<file path="src/rtl/demux_pkg.sv">
// Shared constants and state encoding for the demux channel sequencer.
package demux_pkg;

   localparam int unsigned N_CH    = 32;
   localparam int unsigned CH_W    = 5;
   localparam int unsigned DWELL_W = 24;

   // Number of examinations after which a search has covered every channel.
   localparam logic [CH_W:0] SEARCH_ALL = (CH_W + 1)'(N_CH);

   typedef enum logic [1:0] {
      IDLE,
      SEARCH,
      ISSUE,
      DWELL
   } seq_state_t;

endpackage

</file>
<file path="src/rtl/dwell_timer.sv">
// Loadable down-counter that parks at zero; zero flags an expired count.
module dwell_timer #(
   parameter int unsigned W = 24
) (
   input  logic         clk,
   input  logic         rst,
   input  logic         load,
   input  logic [W-1:0] load_val,
   output logic         zero
);

   logic [W-1:0] cnt_q;

   always_ff @(posedge clk) begin
      if (rst) begin
         cnt_q <= '0;
      end else if (load) begin
         cnt_q <= load_val;
      end else if (cnt_q != '0) begin
         cnt_q <= cnt_q - W'(1);
      end
   end

   assign zero = (cnt_q == '0);

endmodule

</file>
<file path="src/rtl/demux_sequencer.sv">
// Walks a latched channel mask in ascending order, issuing each enabled channel
// over valid/ready and dwelling a fixed number of cycles after each acceptance.
module demux_sequencer
   import demux_pkg::*;
#(
   parameter logic [DWELL_W-1:0] DWELL_CYCLES = 24'd2000000
) (
   input  logic            clk,
   input  logic            rst,
   input  logic            start,
   input  logic            stop,
   input  logic [N_CH-1:0] ch_mask,
   input  logic            ch_ready,
   output logic            ch_valid,
   output logic [CH_W-1:0] ch,
   output logic            busy,
   output logic            scan_done,
   output logic            mask_err
);

   seq_state_t      state_q;
   logic [N_CH-1:0] mask_q;
   logic [CH_W-1:0] ptr_q;
   logic [CH_W:0]   tried_q;
   logic            handshake;
   logic            dwell_load;
   logic            dwell_zero;

   // ch_valid is registered and only high in ISSUE, so no ready-to-valid path exists.
   assign handshake  = ch_valid & ch_ready;
   assign dwell_load = (state_q == ISSUE) & handshake;

   dwell_timer #(
      .W (DWELL_W)
   ) u_dwell_timer (
      .clk      (clk),
      .rst      (rst),
      .load     (dwell_load),
      .load_val (DWELL_CYCLES - DWELL_W'(1)),
      .zero     (dwell_zero)
   );

   always_ff @(posedge clk) begin
      if (rst) begin
         state_q   <= IDLE;
         mask_q    <= '0;
         ptr_q     <= '0;
         tried_q   <= '0;
         ch_valid  <= 1'b0;
         ch        <= '0;
         busy      <= 1'b0;
         scan_done <= 1'b0;
         mask_err  <= 1'b0;
      end else begin
         scan_done <= 1'b0;
         mask_err  <= 1'b0;
         unique case (state_q)
            IDLE: begin
               if (start && !stop) begin
                  mask_q  <= ch_mask;
                  ptr_q   <= '0;
                  tried_q <= '0;
                  busy    <= 1'b1;
                  state_q <= SEARCH;
               end
            end
            SEARCH: begin
               if (stop) begin
                  busy    <= 1'b0;
                  state_q <= IDLE;
               end else if (tried_q == SEARCH_ALL) begin
                  mask_err <= 1'b1;
                  busy     <= 1'b0;
                  state_q  <= IDLE;
               end else if (mask_q[ptr_q]) begin
                  ch       <= ptr_q;
                  ch_valid <= 1'b1;
                  state_q  <= ISSUE;
               end else begin
                  ptr_q     <= ptr_q + 1'b1;
                  tried_q   <= tried_q + 1'b1;
                  scan_done <= (ptr_q == '1);
               end
            end
            ISSUE: begin
               // A pending request is never withdrawn; stop only redirects the exit.
               if (handshake) begin
                  ch_valid <= 1'b0;
                  if (stop) begin
                     busy    <= 1'b0;
                     state_q <= IDLE;
                  end else begin
                     state_q <= DWELL;
                  end
               end
            end
            DWELL: begin
               if (stop) begin
                  busy    <= 1'b0;
                  state_q <= IDLE;
               end else if (dwell_zero) begin
                  ptr_q     <= ch + 1'b1;
                  tried_q   <= '0;
                  scan_done <= (ch == '1);
                  state_q   <= SEARCH;
               end
            end
            default: state_q <= IDLE;
         endcase
      end
   end

endmodule

</file>
<file path="config.mk">
export PLATFORM = sky130hd
export DESIGN_NAME = demux_sequencer
export DESIGN_NICKNAME = d
export VERILOG_FILES = /design/src/rtl/demux_pkg.sv /design/src/rtl/dwell_timer.sv /design/src/rtl/demux_sequencer.sv
export SDC_FILE = /design/constraint.sdc
export NUM_CORES = 1
export LEC_CHECK = 0
export ABC_AREA = 1
export BUFFER_PORTS_ARGS = -buffer_cell sky130_fd_sc_hd__buf_4
export CAP_MARGIN = 15
export CORE_MARGIN = 8
export CORE_UTILIZATION = 40
export CTS_CLUSTER_SIZE = 30
export DETAILED_ROUTE_END_ITERATION = 8
export PLACE_DENSITY_LB_ADDON = 0.08
export SYNTH_ARGS = -nofsm -noshare
export SYNTH_HDL_FRONTEND = slang
export SYNTH_SLANG_ARGS = --single-unit
export TNS_END_PERCENT = 5
</file>
<file path="constraint.sdc">
create_clock -name clk -period 2.74 [get_ports clk]
set_input_delay 0.137 -clock clk [delete_from_list [all_inputs] [get_ports clk]]
set_output_delay 0.137 -clock clk [all_outputs]
set_load 0.1 [all_outputs]
</file>
Yosys cells after proc, flatten, opt, wreduce, memory -nomap -nowiden
Index checks and enable logic that the tools add are counted.
Operators by class
  $add $sub $neg: 4
  eq/ne operators: 17
  reduce and logical (&&, ||, !) cells: 16
  muxes and demuxes: 45
  bitwise operators: 5
  $lt $le $gt $ge: 1
Operator list (count)
  21-bit two-way mux: 2
  6-bit two-way mux: 6
  5-bit two-way mux: 6
  24-bit zero test: 1
  24-bit nonzero test: 1
  24-bit by 1-bit subtractor with 24-bit output, second input constant: 1
  6-bit case mux with 3 select lines: 1
  1-bit two-way mux: 16
  2-bit two-way mux: 8
  2-bit != test, second input constant: 8
  5-bit case mux with 3 select lines: 1
  5-bit by 1-bit adder with 5-bit output, second input constant: 2
  5-bit == test, second input constant: 2
  2-bit case mux with 4 select lines: 1
  4-bit AND reduction: 2
  7-bit AND reduction: 1
  6-bit by 1-bit adder with 6-bit output, second input constant: 1
  6-bit == test, second input constant: 1
  5-bit by 6-bit < comparator with 1-bit output, second input constant: 1
  3-bit != test, second input constant: 2
  1-bit binary-select mux with 5-bit select: 1
  5-bit AND reduction: 1
  2-bit == test, second input constant: 2
  4-bit != test, second input constant: 1
  other kinds (14): 19
Word-level totals
  word-level logic and storage cells: 99
  bits of input ports: 37
  bits in registers: 78
  output and inout port bits: 9

Logic depth before layout (Yosys ltp)
  word-level depth: 6
  gate-level depth with buffers: 13
  gate-level depth less buffers: 12

By module
A second synthesis with hierarchy kept.
Second synthesis, totals
  cell total of the unflattened synthesis: 711
  area, all modules: 4588.2 µm²
By module, submodules not included
  demux_sequencer: times used 1, cells each 434, area an instance 2813.9 µm²
  dwell_timer: times used 1, cells each 277, area an instance 1774.2 µm²

Worst setup path before layout
No wires, ideal clock.
  path type: register to register
  start: register ch[0]
  end: register ptr_q[4]
  data arrival time: 2.025 ns
  required time: 2.676 ns
  stages on the path, launching flop included: 10
  path buffers: 0
  library setup time: 0.064 ns
  period minus slack after synthesis: 2.089 ns
  path slack: 0.651 ns
  cell sequence: dfxtp_1 inv_1 o21ai_0 ha_1 nand3_1 a21oi_1 o21ai_1 nand3_1 nand2_1 nor2_1
Between the ends
  cells in the longest elaborated chain, start to end: 4
RTL lines
  start, declared: RTL line demux_sequencer.sv:15  | output logic [CH_W-1:0] ch,
  start signal, assigned: RTL line demux_sequencer.sv:76  | ch <= ptr_q;
  5-bit by 1-bit adder with 5-bit output: RTL line demux_sequencer.sv:102  | ptr_q <= ch + 1'b1;
  5-bit two-way mux: RTL line demux_sequencer.sv:101  | end else if (dwell_zero) begin
  5-bit two-way mux: RTL line demux_sequencer.sv:98  | if (stop) begin
  5-bit case mux with 3 select lines: RTL line demux_sequencer.sv:57  | unique case (state_q)
  end signal, assigned: RTL line demux_sequencer.sv:80  | ptr_q <= ptr_q + 1'b1;
  end signal, assigned: RTL line demux_sequencer.sv:102
  end, declared: RTL line demux_sequencer.sv:23  | logic [CH_W-1:0] ptr_q;
No other way between the ends. The select of a mux whose other input is x is not followed.
A chain may end at the register's enable or synchronous reset.

Worst setup path after layout
  start: register u_dwell_timer.cnt_q[0]
  end: register tried_q[1]
Between the ends
  cells in the longest elaborated chain, start to end: 3
RTL lines
  start, declared: RTL line dwell_timer.sv:12  | logic [W-1:0] cnt_q;
  start signal, assigned: RTL line dwell_timer.sv:18  | cnt_q <= load_val;
  start signal, assigned: RTL line dwell_timer.sv:20  | cnt_q <= cnt_q - W'(1);
  24-bit zero test: RTL line dwell_timer.sv:24  | assign zero = (cnt_q == '0);
  2-bit != test (no line)
  7-bit AND reduction (no line)
  end signal, assigned: RTL line demux_sequencer.sv:81  | tried_q <= tried_q + 1'b1;
  end, declared: RTL line demux_sequencer.sv:24  | logic [CH_W:0] tried_q;
No other way between the ends.

==> flow_summary.ini <==
[cts]
post_cts_buffers = 0
htreeDepth = 3
cts_tree = yes
clockRootBuffer = clkbuf_8
cts_made_buffers = 9
clock_sinks = 78
insertion_delay_ns = 0.35
cts.reportedPaths.clkPinSlew_ns = 0.08
cts.path.max_buffers = 2

[drt]
ant_nets = 0
drc = 0
dr.pass1.iters = 4
wl_um = 10600
dr_wl_met3_um = 356
drt-met1-wl_um = 5360
route.met2.wl_um = 4690
num_vias = 4000
top_layer = met4
drt_iter0_drc = 234
wl_per_cell_um = 13.1
via_per_inst = 4.94

[sta]
finalSetupViolations = 0
skew_ns = 0.0112
slew_violations = 0
grt_setup_unrepaired = false
slew_headroom_pct = 69.4
worst_pin_slew_ns = 0.458
fin_crit_sh_pct = 79.1
finalCriticalPeriod_ns = 2.17
tns_ns = 0
hold_viol_final = 0
fmax_ghz = 0.461

[worst_setup_path]
worstPathMaxFanout = 21
start_kind = register
critPathCaptureType = register
required_ns = 2.99
worstSetupPathType = reg2reg
worstPathArrival_ns = 2.41

[logic_synthesis]
ys_seq_area_share_pct = 37.5
post_synth_instance_area_um2 = 4160
synth-edff-count = 0
syn-num-nets = 674
ys.flop_type = dfxtp_1
ys_top_cells_by_count = nor2_1, nand2_1, dfxtp_1
avgSynthCellArea_um2 = 6.58
ys_ff_latch = 78
yosysMostFrequentCell = nor2_1
yosysWarnings = 0
synth_top_area_cell = dfxtp_1
yosysUniqueCellTypes = 34
syn_inst = 632
synth_area_leaders = dfxtp_1, nor2_1, nand2_1
synth_top_area_share_pct = 37.5
async_flop_share_pct = 0

[floorplan]
dieWidth_um = 118
io_pins = 46
coreArea_um2 = 10200
die_area_um2 = 13900
core.rowCount = 37
start_util_pct = 40.7
dieHeight_um = 118

[global_routing]
grt_antenna_before_repair = 0
grt_remaining_overflow = 0
grt_pass1_wl_um = 18000
grt_max_degree = 34
grt_use_total_pct = 15.4
grt_pass1_vias = 3775

[pwr]
p_total_w = 0.00552
vdd_ir_drop_max_mv = 0.402
p_leak_nw = 2.10
p_per_area_nw_per_um2 = 1160

[cells_and_area]
fill_cells = 1086
final_nets = 711
antenna_cells = 0
final_core_util_pct = 46.6
area_growth_pct = 14.5
drive_gt1_share_pct = 13.1

[hold_path]
hold_class = in2reg

[placement]
hpwl_um = 7760
gp_congestion = 0.891
port_buffers = 45

[run_status]
status = finished, final reports clean

[flow_run]
maxCapViolCount = 0
worst paths after layout:
check                                           start                       to  slack [ns]  cells after the start
setup / recovery  u_dwell_timer.cnt_q[0]$_SDFFE_PP0P_  tried_q[1]$_SDFFE_PP0P_        0.57                     11
hold / removal                            ch_mask[14]  mask_q[14]$_SDFFE_PP0P_        0.03                      3
setup reg to reg  u_dwell_timer.cnt_q[0]$_SDFFE_PP0P_  tried_q[1]$_SDFFE_PP0P_        0.57                     11
hold reg to reg                mask_q[7]$_SDFFE_PP0P_   mask_q[7]$_SDFFE_PP0P_        0.49                      2
sequential cells by signal (all words and copies together), names as in the netlist:
| signal | cells |
|---|---|
| ch | 5 |
| ptr_q | 5 |
| u_dwell_timer.cnt_q | 24 |
| busy | 1 |
| state_q | 2 |
| mask_q | 32 |
| ch_valid | 1 |
| scan_done | 1 |
| mask_err | 1 |
| tried_q | 6 |
kinds of logic (layout without fill, tap and decap cells):
group | after synthesis | after routing | share of synthesized area (%)
buffers and inverters | 83 | 125 | 8.99
adder cells (fa/ha/maj) | 5 | 5 | 1.50
XOR/XNOR | 11 | 11 | 2.32
AND/OR/NAND/NOR | 365 | 365 | 38.6
AO/OA/AOI/OAI | 90 | 90 | 11.1
flip-flops | 78 | 78 | 37.5
area by class of cell:
class                      instances  area, µm²  area share [%]
clock buffer                      12        155            3.26
clock inverter                     4       45.0           0.946
inverter                          57        214            4.49
multi-input combinational        471       2220            46.7
sequential                        78       1560            32.8
tap                              136        170            3.57
timing repair buffer              52        393            8.25
per-stage QoR:
stage          hold WS [ns]  cells  area [µm²]  setup WS, ns
2_1_floorplan         0.206    632        4160         0.651
3_3_place_gp          0.350    793        4550         0.653
3_5_place_dp          0.349    793        4550         0.596
4_1_cts              0.0112    810        4760         0.567
5_1_grt              0.0345    810        4760         0.364
6_report             0.0315    810        4760         0.572
routing by layer:
layer  global-route usage, %  vias to the layer above
li1                        -                     2108
met2                    23.2                       77
met1                    20.5                     1800
met3                    2.83                       15
met5                       0                        -
met4                    7.45                        0
layout by cell type, fill, tap and decap left out, drive strengths merged:
master	instances
nor4	3
nand2	122
xnor2	7
nor2	142
a21oi	35
and3	1
xor2	4
bufinv	1
dlygate4sd3	1
or2	2
nand3	73
a31oi	3
buf	51
o21ai	51
clkbuf	12
inv	56
o31ai	1
dfxtp	78
ha	5
nand3b	1
nor3	8
clkinv	4
nand4	10
and2	3
what timing repair did:
action | in CTS | in global routing
resized for setup | 0 | 0
setup endpoints to repair | 0 | 0
hold endpoints to repair | 1 | 0
hold buffers | 1 | 0
worst max-delay path: stages (launching register included):
cell and delay, ns:
dfxtp_1 0.32, inv_1 0.19, ha_1 0.21, nand2_1 0.07, nor2_2 0.16, nand3_4 0.23
o21ai_2 0.20, nand2_2 0.08, nor2_4 0.36, nand3_1 0.13, nand2_1 0.08, nor2_1 0.04
power by group:
part | leakage (nW) | switching, W | total [W] | internal, W
registers | 0.639 | 0.000312 | 0.00178 | 0.00147
clock network | 0.106 | 0.000421 | 0.000888 | 0.000467
logic | 1.35 | 0.00186 | 0.00285 | 0.000989
No activity file was read; power rests on OpenSTA's default activity.
